## src/rtl/sdi_pkg.sv

```systemverilog
// Shared types and helpers for the SDI receiver rate scan.
// Rate index, scan FSM states and one-hot conversion.
package sdi_pkg;

    typedef enum logic [1:0] {
        ST_SCAN    = 2'd0,
        ST_CONFIRM = 2'd1,
        ST_LOCKED  = 2'd2,
        ST_HOLD    = 2'd3
    } state_e;

    localparam logic [1:0] IDX_SD = 2'd0;
    localparam logic [1:0] IDX_HD = 2'd1;
    localparam logic [1:0] IDX_3G = 2'd2;

    // {3G, HD, SD} one-hot scan vector
    function automatic logic [2:0] idx_onehot(input logic [1:0] idx);
        logic [2:0] oh;
        case (idx)
            IDX_HD:  oh = 3'b010;
            IDX_3G:  oh = 3'b100;
            default: oh = 3'b001;
        endcase
        return oh;
    endfunction

    // Scan order 3G -> HD -> SD -> 3G
    function automatic logic [1:0] idx_next(input logic [1:0] idx);
        logic [1:0] nx;
        case (idx)
            IDX_3G:  nx = IDX_HD;
            IDX_HD:  nx = IDX_SD;
            default: nx = IDX_3G;
        endcase
        return nx;
    endfunction

    // Manual rate code 3 is folded onto SD
    function automatic logic [1:0] idx_force(input logic [1:0] r);
        return (r == 2'd3) ? IDX_SD : r;
    endfunction

endpackage

```

## src/rtl/sdi_std_match.sv

```systemverilog
// Detected-standard comparator.
// High when the received standard equals the scanned rate index.
module sdi_std_match
    import sdi_pkg::*;
(
    input  logic [1:0] idx,
    input  logic       tg_hdn,
    input  logic       hd_sdn,
    output logic       match
);

    // Decode the receiver flags against the current index
    always_comb begin
        match = 1'b0;
        case (idx)
            IDX_3G:  match = tg_hdn;
            IDX_HD:  match = !tg_hdn && hd_sdn;
            IDX_SD:  match = !tg_hdn && !hd_sdn;
            default: match = 1'b0;
        endcase
    end

endmodule

```

## src/rtl/sdi_rx_rate_scan.sv

```systemverilog
// Multi-rate SDI receiver rate scan and lock supervisor.
// Scans 3G/HD/SD, confirms lock, supervises TRS errors, rescans.
module sdi_rx_rate_scan
    import sdi_pkg::*;
#(
    parameter int DWELL_CYCLES   = 1048576,
    parameter int CONFIRM_CYCLES = 65536,
    parameter int HOLD_CYCLES    = 262144,
    parameter int ERR_LIMIT      = 8,
    parameter int CNT_W          = 21
) (
    input  logic        rx_clk,
    input  logic        rst,
    input  logic        enable,
    input  logic        force_en,
    input  logic [1:0]  force_rate,
    input  logic        vid_active,
    input  logic        rx_tg_hdn,
    input  logic        rx_hd_sdn,
    input  logic        trs_out,
    input  logic        eav_error,
    input  logic        sav_error,
    output logic [2:0]  rx_rate,
    output logic        rate_locked,
    output logic        scan_busy,
    output logic        lock_pulse,
    output logic        unlock_pulse,
    output logic [15:0] trs_err_count
);

    localparam int ERR_W = $clog2(ERR_LIMIT + 1);
    localparam logic [CNT_W-1:0] DWELL_LAST   = CNT_W'(DWELL_CYCLES - 1);
    localparam logic [CNT_W-1:0] CONFIRM_LAST = CNT_W'(CONFIRM_CYCLES - 1);
    localparam logic [CNT_W-1:0] HOLD_LAST    = CNT_W'(HOLD_CYCLES - 1);
    localparam logic [ERR_W-1:0] ERR_LAST     = ERR_W'(ERR_LIMIT - 1);

    state_e           state_q, state_d;
    logic [1:0]       idx_q, idx_d;
    logic [CNT_W-1:0] cnt_q, cnt_d;
    logic [ERR_W-1:0] err_q, err_d;
    logic [15:0]      tec_q, tec_d;
    logic             force_q, force_d;
    logic [2:0]       rate_q, rate_d;
    logic             locked_q, locked_d;
    logic             busy_q, busy_d;
    logic             lock_p_q, lock_p_d;
    logic             unlock_p_q, unlock_p_d;
    logic             std_match;
    logic             qual;
    logic             err_hit;

    sdi_std_match u_match (
        .idx    (idx_q),
        .tg_hdn (rx_tg_hdn),
        .hd_sdn (rx_hd_sdn),
        .match  (std_match)
    );

    assign qual    = vid_active && std_match;
    assign err_hit = trs_out && (eav_error || sav_error);

    // Next-state, counter and registered-output computation
    always_comb begin
        state_d = state_q;
        idx_d   = idx_q;
        cnt_d   = cnt_q;
        err_d   = err_q;
        tec_d   = tec_q;
        force_d = force_en;
        if (!enable) begin
            state_d = ST_SCAN;
            cnt_d   = '0;
            err_d   = '0;
        end else if (force_q && !force_en) begin
            state_d = ST_SCAN;
            cnt_d   = '0;
            err_d   = '0;
        end else begin
            unique case (state_q)
                ST_SCAN: begin
                    if (qual) begin
                        state_d = ST_CONFIRM;
                        cnt_d   = '0;
                    end else if (cnt_q == DWELL_LAST) begin
                        cnt_d = '0;
                        if (!force_en) idx_d = idx_next(idx_q);
                    end else begin
                        cnt_d = cnt_q + CNT_W'(1);
                    end
                end
                ST_CONFIRM: begin
                    if (!qual) begin
                        state_d = ST_SCAN;
                        cnt_d   = '0;
                    end else if (cnt_q == CONFIRM_LAST) begin
                        state_d = ST_LOCKED;
                        cnt_d   = '0;
                        err_d   = '0;
                    end else begin
                        cnt_d = cnt_q + CNT_W'(1);
                    end
                end
                ST_LOCKED: begin
                    if (err_hit) begin
                        err_d = err_q + ERR_W'(1);
                        if (tec_q != 16'hFFFF) tec_d = tec_q + 16'd1;
                    end else if (trs_out) begin
                        err_d = '0;
                    end
                    if (!qual || (err_hit && err_q == ERR_LAST)) begin
                        state_d = ST_HOLD;
                        cnt_d   = '0;
                    end
                end
                ST_HOLD: begin
                    if (qual) begin
                        state_d = ST_LOCKED;
                        cnt_d   = '0;
                        err_d   = '0;
                    end else if (cnt_q == HOLD_LAST) begin
                        state_d = ST_SCAN;
                        cnt_d   = '0;
                        if (!force_en) idx_d = idx_next(idx_q);
                    end else begin
                        cnt_d = cnt_q + CNT_W'(1);
                    end
                end
                default: begin
                    state_d = ST_SCAN;
                    cnt_d   = '0;
                end
            endcase
            if (force_en) idx_d = idx_force(force_rate);
        end
        rate_d     = idx_onehot(idx_d);
        locked_d   = (state_d == ST_LOCKED);
        busy_d     = (state_d == ST_SCAN) || (state_d == ST_CONFIRM);
        lock_p_d   = (state_d == ST_LOCKED) && (state_q != ST_LOCKED);
        unlock_p_d = (state_q == ST_LOCKED) && (state_d == ST_HOLD);
    end

    // State and output registers with synchronous reset
    always_ff @(posedge rx_clk) begin
        if (rst) begin
            state_q    <= ST_SCAN;
            idx_q      <= IDX_3G;
            cnt_q      <= '0;
            err_q      <= '0;
            tec_q      <= '0;
            force_q    <= 1'b0;
            rate_q     <= 3'b100;
            locked_q   <= 1'b0;
            busy_q     <= 1'b1;
            lock_p_q   <= 1'b0;
            unlock_p_q <= 1'b0;
        end else begin
            state_q    <= state_d;
            idx_q      <= idx_d;
            cnt_q      <= cnt_d;
            err_q      <= err_d;
            tec_q      <= tec_d;
            force_q    <= force_d;
            rate_q     <= rate_d;
            locked_q   <= locked_d;
            busy_q     <= busy_d;
            lock_p_q   <= lock_p_d;
            unlock_p_q <= unlock_p_d;
        end
    end

    assign rx_rate       = rate_q;
    assign rate_locked   = locked_q;
    assign scan_busy     = busy_q;
    assign lock_pulse    = lock_p_q;
    assign unlock_pulse  = unlock_p_q;
    assign trs_err_count = tec_q;

endmodule

```

## config.mk

```make
export PLATFORM = sky130hd
export DESIGN_NAME = sdi_rx_rate_scan
export DESIGN_NICKNAME = d
export VERILOG_FILES = /design/src/rtl/sdi_pkg.sv /design/src/rtl/sdi_std_match.sv /design/src/rtl/sdi_rx_rate_scan.sv
export SDC_FILE = /design/constraint.sdc
export NUM_CORES = 1
export LEC_CHECK = 0
export CAP_MARGIN = 20
export CORE_ASPECT_RATIO = 0.7
export CORE_MARGIN = 2
export CORE_UTILIZATION = 59
export CTS_CLUSTER_SIZE = 28
export DETAILED_ROUTE_END_ITERATION = 8
export GPL_ROUTABILITY_DRIVEN = 0
export PLACE_DENSITY = 0.84
export SETUP_SLACK_MARGIN = 0.2
export SYNTH_ARGS = -nofsm -noshare
export SYNTH_HDL_FRONTEND = slang
export SYNTH_HIERARCHICAL = 1
export SYNTH_SLANG_ARGS = --single-unit
```

## constraint.sdc

```tcl
create_clock -name rx_clk -period 5.3 [get_ports rx_clk]
set_clock_uncertainty 0.1 [all_clocks]
set_input_delay 0.53 -clock rx_clk [delete_from_list [all_inputs] [get_ports rx_clk]]
set_output_delay 0.53 -clock rx_clk [all_outputs]
set_load 0.05 [all_outputs]
```

After elaboration in Yosys (flattened, before gate mapping)
Cells that the tools add are included.
{ "classes": {"reduce_logical": 22, "n_eq_ne": 22, "n_mux": 35, "n_bitwise": 2, "n_addsub": 3} }
{ "ops": {"columns": ["cell", "n"], "rows": [
  ["two-way mux 21 bit", 7],
  ["one-hot mux 21 bit (4 select lines)", 1],
  ["two-way mux 2 bit", 16],
  ["adder 21 x 1 -> 21 bit (second input constant)", 1],
  ["equality test 21 x 16 -> 1 bit (second input constant)", 1],
  ["equality test 21 x 18 -> 1 bit (second input constant)", 1],
  ["equality test 21 x 20 -> 1 bit (second input constant)", 1],
  ["two-way mux 4 bit", 5],
  ["adder 16 x 1 -> 16 bit (second input constant)", 1],
  ["inequality test 16 bit (second input constant)", 1],
  ["equality test 2 bit (second input constant)", 7],
  ["one-hot mux 4 bit (3 select lines)", 1],
  ["inequality test 2 bit (second input constant)", 5],
  ["AND reduction 5 bit", 2],
  ["equality test 2 x 1 -> 1 bit (second input constant)", 4],
  ["logical AND 1 bit", 8],
  ["one-hot mux 2 bit (2 select lines)", 2],
  ["one-hot mux 2 bit (4 select lines)", 1],
  ["logical NOT 2 bit", 3],
  ["one-hot mux 3 bit (2 select lines)", 1],
  ["adder 4 x 1 -> 4 bit (second input constant)", 1],
  ["equality test 4 x 3 -> 1 bit (second input constant)", 1],
  ["logical NOT 1 bit", 4],
  ["logical OR 1 bit", 3],
  ["5 further kinds", 6]
]} }
{ "word_totals": {"wordCells": 95, "ff_bits": 53, "out_inout_bits": 23, "inputBits": 12} }

Logic depth before layout (Yosys ltp)
{ "logic_depth": {"ltp_word": 12, "depth_mapped": 11, "depth_no_buf": 10} }

By module
The synthesis kept the hierarchy.
{ "by_module_without_submodules": {"columns": ["module", "seq_area_each_um2", "area_per_inst_um2", "instances", "cells_each"], "rows": [
  ["sdi_rx_rate_scan", 1061.0, 2765.2, 1, 323],
  ["sdi_std_match", 0.0, 30.0, 1, 4]
]} }

Worst setup path before layout
No wires, ideal clock.
{ "synth_path": {"path_kind": "in2reg", "start": "input port rx_tg_hdn", "end": "register rate_q[2], in the netlist rx_rate[2]", "n_path_buf": 1, "arrival_ns": 2.416, "cell_stages": 11, "setup_ns": 0.123, "path_slack_ns": 2.661, "t_required_ns": 5.077, "path_cell_list": "or4_1 -> o211ai_1 -> and2_1 -> clkbuf_1 -> nor4_1 -> nand3_1 -> a21oi_1 -> o31ai_2 -> inv_1 -> ha_1 -> or2_2"} }
{ "synth_between": {"elab_chain_cells": 11, "elab_cells_between_ends": 14, "cone_classes": "eq/ne: 2; mux: 8; reduce/logical: 4"} }
{ "synth_rtl": {"columns": ["item", "line_no", "text"], "rows": [
  ["start: declaration", "sdi_rx_rate_scan.sv:18", "input logic rx_tg_hdn,"],
  ["logical NOT 1 bit", "sdi_std_match.sv:17, sdi_std_match.sv:18", null],
  ["logical AND 1 bit (on tied branches)", "sdi_std_match.sv:18, sdi_std_match.sv:17", null],
  ["one-hot mux 1 bit (3 select lines) *", "sdi_std_match.sv:15", "case (idx)"],
  ["net std_match", "sdi_rx_rate_scan.sv:48", "logic std_match;"],
  ["logical AND 1 bit *", "sdi_rx_rate_scan.sv:59", "assign qual = vid_active && std_match;"],
  ["two-way mux 2 bit (on tied branches)", "sdi_rx_rate_scan.sv:116, sdi_rx_rate_scan.sv:81", null],
  ["one-hot mux 2 bit (2 select lines) *", "sdi_rx_rate_scan.sv:79", "unique case (state_q)"],
  ["two-way mux 2 bit *", "sdi_rx_rate_scan.sv:133", "if (force_en) idx_d = idx_force(force_rate);"],
  ["two-way mux 2 bit *", "sdi_rx_rate_scan.sv:74", "end else if (force_q && !force_en) begin"],
  ["two-way mux 2 bit *", "sdi_rx_rate_scan.sv:70", "if (!enable) begin"],
  ["net idx_d[1]", "sdi_rx_rate_scan.sv:38", "logic [1:0] idx_q, idx_d;"],
  ["equality test 2 bit / equality test 2 x 1 -> 1 bit (equally long branches)", "sdi_pkg.sv:19", "case (idx)"],
  ["one-hot mux 3 bit (2 select lines) *", "sdi_pkg.sv:19", null],
  ["net rate_d[2]", "sdi_rx_rate_scan.sv:43", "logic [2:0] rate_q, rate_d;"],
  ["end signal: assignment", "sdi_rx_rate_scan.sv:163", "rate_q <= rate_d;"],
  ["end: declaration", "sdi_rx_rate_scan.sv:43", null]
]} }
The timed path passes the listed nets; every way through them passes the cells marked *.
A chain may end at the register's enable or synchronous reset.

Worst setup path after layout
{ "layout_path": {"start": "input port rx_hd_sdn", "end": "register rate_q[2], in the netlist rx_rate[2]"} }
{ "layout_between": {"elab_chain_cells": 11, "elab_cells_between_ends": 14, "cone_classes": "eq/ne: 2; mux: 8; reduce/logical: 4"} }
{ "layout_rtl": {"columns": ["item", "line_no", "text"], "rows": [
  ["start: declaration", "sdi_rx_rate_scan.sv:19", "input logic rx_hd_sdn,"],
  ["logical NOT 1 bit", "sdi_std_match.sv:18", "IDX_SD: match = !tg_hdn && !hd_sdn;"],
  ["logical AND 1 bit", "sdi_std_match.sv:18", null],
  ["one-hot mux 1 bit (3 select lines) *", "sdi_std_match.sv:15", null],
  ["net std_match", "sdi_rx_rate_scan.sv:48", null],
  ["logical AND 1 bit *", "sdi_rx_rate_scan.sv:59", null],
  ["two-way mux 2 bit (on tied branches)", "sdi_rx_rate_scan.sv:116, sdi_rx_rate_scan.sv:81", null],
  ["one-hot mux 2 bit (2 select lines) *", "sdi_rx_rate_scan.sv:79", null],
  ["two-way mux 2 bit *", "sdi_rx_rate_scan.sv:133", null],
  ["two-way mux 2 bit *", "sdi_rx_rate_scan.sv:74", null],
  ["two-way mux 2 bit *", "sdi_rx_rate_scan.sv:70", null],
  ["net idx_d[1]", "sdi_rx_rate_scan.sv:38", null],
  ["equality test 2 bit / equality test 2 x 1 -> 1 bit (equally long branches)", "sdi_pkg.sv:19", null],
  ["one-hot mux 3 bit (2 select lines) *", "sdi_pkg.sv:19", null],
  ["net rate_d[2]", "sdi_rx_rate_scan.sv:43", null]
]} }
Marks and branches as above.

==> impl_metrics.json <==
{
  "status": "complete, no violations",
  "via_per_inst": 5.90,
  "synth_fp_nets": 350,
  "post-route-min-period_ns": 2.99,
  "r2r_setup_slack_ns": 2.53,
  "p_sw_share_pct": 26.4,
  "drive_above_1_share_pct": 5.83,
  "numPortBuffers": 34,
  "syn-mean-instance-area_um2": 8.55,
  "cts_tree": "done",
  "dp_hpwl_um": 4230,
  "synth_cell_types": 51,
  "fin_nets": 382,
  "cp_max_fo": 10,
  "num_vias": 2449,
  "ys_seq_elements": 53,
  "drtIter0Drc": 156,
  "synth-seq-area-share_pct": 38.0,
  "dieArea_mm2": 0.00531,
  "comb_power_share_pct": 9.6,
  "syn_area_mm2": 0.00280,
  "clock_latency_ns": 0.32,
  "wl_met1_um": 2960,
  "wl_met3_um": 361,
  "max_cap_violations": 0,
  "wl_per_cell_um": 14.0,
  "critPathKind": "input port to flip-flop",
  "cp-start-kind": "input port",
  "fmax_ghz": 0.335,
  "worst-endpoint-arrival_ns": 3.10,
  "core-area_mm2": 0.00445,
  "rsz0062_at_grt": "no",
  "final_area_mm2": 0.00323,
  "synth_enable_flop_cells": 0,
  "cts_buffers": 5,
  "finalMaxSlewViolations": 0,
  "first_global_vias": 2065,
  "power_density_mw_per_mm2": 221,
  "grt_first_pass_wirelength_um": 9540,
  "synthCells": 327,
  "leakage_nw": 1.19,
  "timing.critical_path.buf_inv": 2,
  "internal-power_w": 0.000526,
  "worst_slew_pin_slew_ns": 0.882,
  "met2WireLength_um": 2380,
  "async_reset_ff_share_pct": 0,
  "hold_viol_final": 0,
  "required_ns": 5.41,
  "ctsHoldBuffers": 0,
  "cts_resized": 0,
  "area_delta_synth_final_pct": 15.7,
  "worst_setup_path_end_kind": "flip-flop",
  "setup_viol": 0,
  "route.detailed.drc": 0,
  "yosysWarnings": 6,
  "gr-usage-all-layers_pct": 23.0,
  "p_sw_w": 0.000189,
  "max-vdd-ir-drop_v": 0.000136,
  "clock_sinks": 53,
  "post-route-period-util_pct": 56.4,
  "clk_path_buf_depth": 2,
  "antenna_found_initial": 0,
  "start_util_pct": 62.8,
  "hp-class": "flip-flop to flip-flop",
  "p_seq_share_pct": 56.9,
  "htree_levels": 2,
  "critical_path.top_delay_family": "simple AND/OR/NAND/NOR gates",
  "cts_setup_buffers": 0,
  "slew_headroom_pct": 41.0,
  "n_antenna_cell": 0,
  "io-pin-count": 35,
  "cts_root_buf": "clkbuf_8",
  "grt_max_degree": 26,
  "timing.setup.tns_ns": 0,
  "fp.dieW_um": 86.3,
  "drt_wl_total_um": 5800,
  "overflow": 0,
  "die_h_um": 61.6,
  "p_clk_share_pct": 33.5,
  "rows": 20,
  "worst_path_max_delay_cell": "clkdlybuf4s50_1",
  "synthFlopType": "dfxtp_1",
  "critPathMaxStageDelay_ns": 0.47,
  "highest-signal-layer": "met4",
  "utilization_pct": 72.6,
  "critical_path.cell_chain": "clkdlybuf4s50_1 -> or4bb_1 -> o211ai_1 -> nand2_1 -> nand3_1 -> mux2i_1 -> o31ai_2 -> inv_1 -> ha_1 -> or2_2",
  "clkTransAtPathRegs_ns": 0.10,
  "first_pass_iters": 5,
  "placed_area_mm2": 0.00314,
  "ant_nets": 0
}
through the flow:
step	cells	setup WS [ns]	total power, W	hold slack (ns)
4_1_cts	415	2.35	0.000718	0.386
3_3_place_gp	407	2.13	0.000482	0.365
2_1_floorplan	327	2.66	0.000463	0.349
5_1_grt	415	2.16	0.000742	0.413
3_5_place_dp	407	2.03	0.000483	0.371
6_report	415	2.31	0.000715	0.388
cells in the mapped netlist (all sizes together) (2+ instances only):
cell type	n	area, µm²
buf	3	42.5
a21oi	15	78.8
nand2	24	90.1
nand4	10	68.8
o31ai	8	75.1
o211a	2	20.0
nand3	14	70.1
or3	9	56.3
mux2i	2	20.0
clkbuf	6	22.5
nor2	50	188
a21o	3	22.5
o21ai	14	70.1
a211oi	2	15.0
nor4	4	25.0
or4	3	22.5
inv	14	52.6
nor2b	5	31.3
xor2	19	166
o211ai	4	30.0
and3	7	43.8
nor3	4	25.0
and4	6	52.6
xnor2	10	87.6
nand2b	2	20.0
and2	4	25.0
dfxtp	53	1060
or2	4	25.0
ha	11	138
kinds of logic (layout without fill, tap and decap cells):
group / after synthesis / after routing / synth area share (%)
multiplexers: 2 / 2 / 0.716
adder cells (fa/ha/maj): 11 / 11 / 4.92
AND/OR/NAND/NOR: 148 / 148 / 27.3
flip-flops: 53 / 53 / 38.0
buffers and inverters: 23 / 56 / 4.21
XOR/XNOR: 29 / 29 / 9.09
AO/OA/AOI/OAI: 61 / 61 / 15.8
cell usage in the layout (no fill, tap or decap), drive strengths merged, types with 2 or more instances in the layout:
cell type	n
dfxtp	53
nor2	50
clkdlybuf4s50	34
nand2	24
xor2	19
inv	15
a21oi	15
nand3	14
o21ai	14
ha	11
xnor2	10
nand4	10
or3	9
o31ai	8
and3	7
and4	6
nor2b	5
clkbuf	5
nor4	4
and2	4
o211ai	4
nor3	4
or2	4
or4	3
a21o	3
mux2i	2
o211a	2
a211oi	2
clkinv	2
nand2b	2
path summary, 6_finish.rpt:
path / start / endpoint / depth (start not counted)
setup / recovery: rx_hd_sdn / rx_rate[2]$_SDFF_PP1_ / 10
hold / removal: err_q[1]$_SDFFE_PP0P_ / err_q[1]$_SDFFE_PP0P_ / 2
setup reg to reg: cnt_q[6]$_SDFFE_PP0P_ / rx_rate[2]$_SDFF_PP1_ / 8
hold reg to reg: err_q[1]$_SDFFE_PP0P_ / err_q[1]$_SDFFE_PP0P_ / 2
sequential cells by signal, summed over array words and instances, names as in the netlist, 2 cells and up:
| name | flops |
|---|---|
| state_q | 2 |
| trs_err_count | 16 |
| cnt_q | 21 |
| rx_rate | 3 |
| err_q | 4 |
| idx_q | 2 |
power groups by stage:
stage	registers (W)	clock network, W	logic [W]
after global placement	0.000416	0	0.0000663
after global routing	0.000408	0.000258	0.0000755
after CTS	0.000407	0.000243	0.0000677
after floorplan	0.000423	0	0.0000399
final	0.000407	0.000240	0.0000685
after detailed placement	0.000416	0	0.0000673
metal layers:
layer / up-vias / GRT usage [%]
li1: 1225 / -
met1: 1137 / 33.9
met2: 73 / 33.4
met3: 14 / 4.56
met4: 0 / 8.26
met5: - / 0
final cells by class:
type                       instances  area [µm²]
inverter                          14        52.6
fill                             347        1220
multi-input combinational        251        1620
clock inverter                     3        26.3
clock buffer                       5        68.8
tap                               55        68.8
timing repair buffer              34         340
sequential                        53        1060
tightest hold or removal path, delay by kind of cell (launching register included):
family	cells	cell delay, ns
flip-flops	1	0.34
AND/OR/NAND/NOR	1	0.06
AO/OA/AOI/OAI	1	0.05
(Power assumes the default switching activity.)
==> patch, RTL diff (same settings) <==
The output `rx_rate` loses its register stage (`rate_q` becomes a continuous assignment).
--- a/src/rtl/sdi_rx_rate_scan.sv
+++ b/src/rtl/sdi_rx_rate_scan.sv
@@ -149,5 +149,4 @@
             tec_q      <= '0;
             force_q    <= 1'b0;
-            rate_q     <= 3'b100;
             locked_q   <= 1'b0;
             busy_q     <= 1'b1;
@@ -161,5 +160,4 @@
             tec_q      <= tec_d;
             force_q    <= force_d;
-            rate_q     <= rate_d;
             locked_q   <= locked_d;
             busy_q     <= busy_d;
@@ -168,4 +166,6 @@
         end
     end
+
+    assign rate_q = rate_d;
 
     assign rx_rate       = rate_q;
Function: changed (a bounded check fails within 4 cycles, from zero or initial values and one cycle with rst high).
==> patch against the unedited design <==
Total power decreased by 3.0%. Sequential share of layout area down 2.1 points. Sequential power decreased by 6.1%. Routed wire length up 11%. Cell area increased by 0.89%. Setup slack worse by 1400 ps. Synthesized area is 0.76% higher. Sequential cell count is 3 lower. Critical path type is now in2out. Highest routed layer unchanged.
==> patch: results (changes against the unedited design) <==
Status
  • Status: finished clean

Critical path
  • Critical path fanouts, max: 10 (unchanged)
  • Arr. time, crit path: 3770 ps (+670 ps)

Finish
  • Post-layout net count: 401 (+5.0%)
  • Fin area: 0.003263 mm^2 (+0.89%)
  • Clock-cell share of area: 2.799% (-0.14 points)
  • Clkbuf count: 7 (+2)
  • Buffering overhead: 10.43% (-0.093 points)
  • Non-Clock Inverter Count: 19 (+5)
  • Non-CTS buffers: 34 (unchanged)
  • Largest register FFs: 21 (unchanged)
  • Multi-input logic area: 0.001690 mm^2 (+4.6%)
  • Sequential fraction of total cell area: 30.67% (-2.1 points)
  • Layout filler cell count: 343 (-1.2%)
  • Comb_multi_in: 268 (+6.8%)
  • Antenna Cells: 0 (unchanged)
  • Share of layout cells above drive strength 1: 4.749% (-1.1 points)

Placement
  • Post-DP HPWL: 4851 um (+15%)
  • Placed Area: 0.003172 mm^2 (+1.0%)

Power and ir drop
  • Total power: 693.4 uW (-3.0%)
  • Seq pwr share: 55.1% (-1.8 points)
  • Clk network pwr share: 33.8% (+0.3 points)
  • P_sw: 181.3 uW (-3.9%)
  • Worst VDD drop: 0.0001391 V (+2.4%)
  • Static leakage: 1.133 nW (-4.6%)

Synthesis
  • Top post-synthesis cells by count: nor2_1 (54), dfxtp_1 (50), nand2_1 (33), inv_1 (19)
  • Synth top area cells: dfxtp_1 (36%), nor2_1 (7.2%), xnor2_1 (5.0%)
  • Net Count, Synth: 368 (+5.1%)
  • Main synth FF type: dfxtp_1
  • Ys async rst share: 0% (unchanged)
  • Post-synthesis cell type count: 51 (unchanged)
  • Sequential fraction of the synthesis area: 35.54% (-2.4 points)

Clocking
  • CTS clk-pin slew, worst paths: 80 ps (-20 ps)
  • # H-tree levels: 2 (unchanged)
  • Clk_lat worst skew: 320 ps (about the same)
  • Clock Sinks: 50 (-5.7%)
  • Clk root buf: clkbuf_8
  • Clock buffer depth: 2 (unchanged)
  • PostCTS Resize Cnt: 0 (unchanged)

GRT
  • Largest net degree at the start of global routing: 22 (-15%)
  • Total GRT Usage: 24.57% (+1.6 points)
  • Vias in the first global route: 2144 (+3.8%)
  • First-pass GRT wire length: 10180 um (+6.7%)
  • Initial antenna violation count: 0 (unchanged)

Route
  • Final Routed Wirelength: 6457 um (+11%)
  • DR pass1 iterations: 5 (unchanged)
  • Vias post-DR: 2635 (+7.6%)
  • DR iter-0 viols: 280 (+79%)

Timing
  • Worst Tran Pin Value: 959.9 ps (+77.63 ps)

Worst hold path
  • Hold Path Class: reg2reg
[patch: final timing paths]
check | start | to | slack (ps) | depth (start not counted)
setup / recovery | rx_hd_sdn | rx_rate[0] | 900 | 11
setup reg to reg | idx_q[1] | cnt_q[15] | 2520 | 8
hold / removal | err_q[3] | err_q[3] | 390 | 1
hold reg to reg | err_q[3] | err_q[3] | 390 | 1
[patch: per-layer routing]
layer,part of all wire (%),vias up,track usage [%]
li1,-,1292,-
met1,49,1185,38.22
met2,40,143,32.75
met3,10,15,5.548
met4,1.3,0,8.705
met5,0,-,0
[patch: metrics by stage]
stage / setup WS, ps / utilization [%] / cells / hold slack (ps)
3_5_place_dp: 893.5 / 71.21 / 426 / 385.3
2_1_floorplan: 2022 / - / 345 / 350.8
4_1_cts: 889.0 / 73.26 / 434 / 391.9
3_3_place_gp: 1016 / 71.21 / 426 / 369.0
5_1_grt: 658.8 / 73.26 / 434 / 408.0
6_report: 904.3 / 73.26 / 434 / 389.2
[patch: critical path, stage by stage]
cell and delay, ps:
clkdlybuf4s50_1 470, or4bb_1 470, o211ai_1 110, and2_1 350, nor2_1 130, nand4_1 100
a21oi_1 80, o31ai_2 360, inv_1 80, ha_1 290, clkdlybuf4s50_1 800
[patch: cells by family (layout without fill, tap and decap cells)]
logic type / Yosys count / in the layout / synth area share [%]
AND/OR/NAND/NOR: 164 / 164 / 29.94
AO/OA/AOI/OAI: 62 / 62 / 15.46
flip-flops: 50 / 50 / 35.54
XOR/XNOR: 29 / 29 / 9.018
buffers and inverters: 27 / 61 / 4.442
adder cells (fa/ha/maj): 11 / 11 / 4.887
multiplexers: 2 / 2 / 0.7108
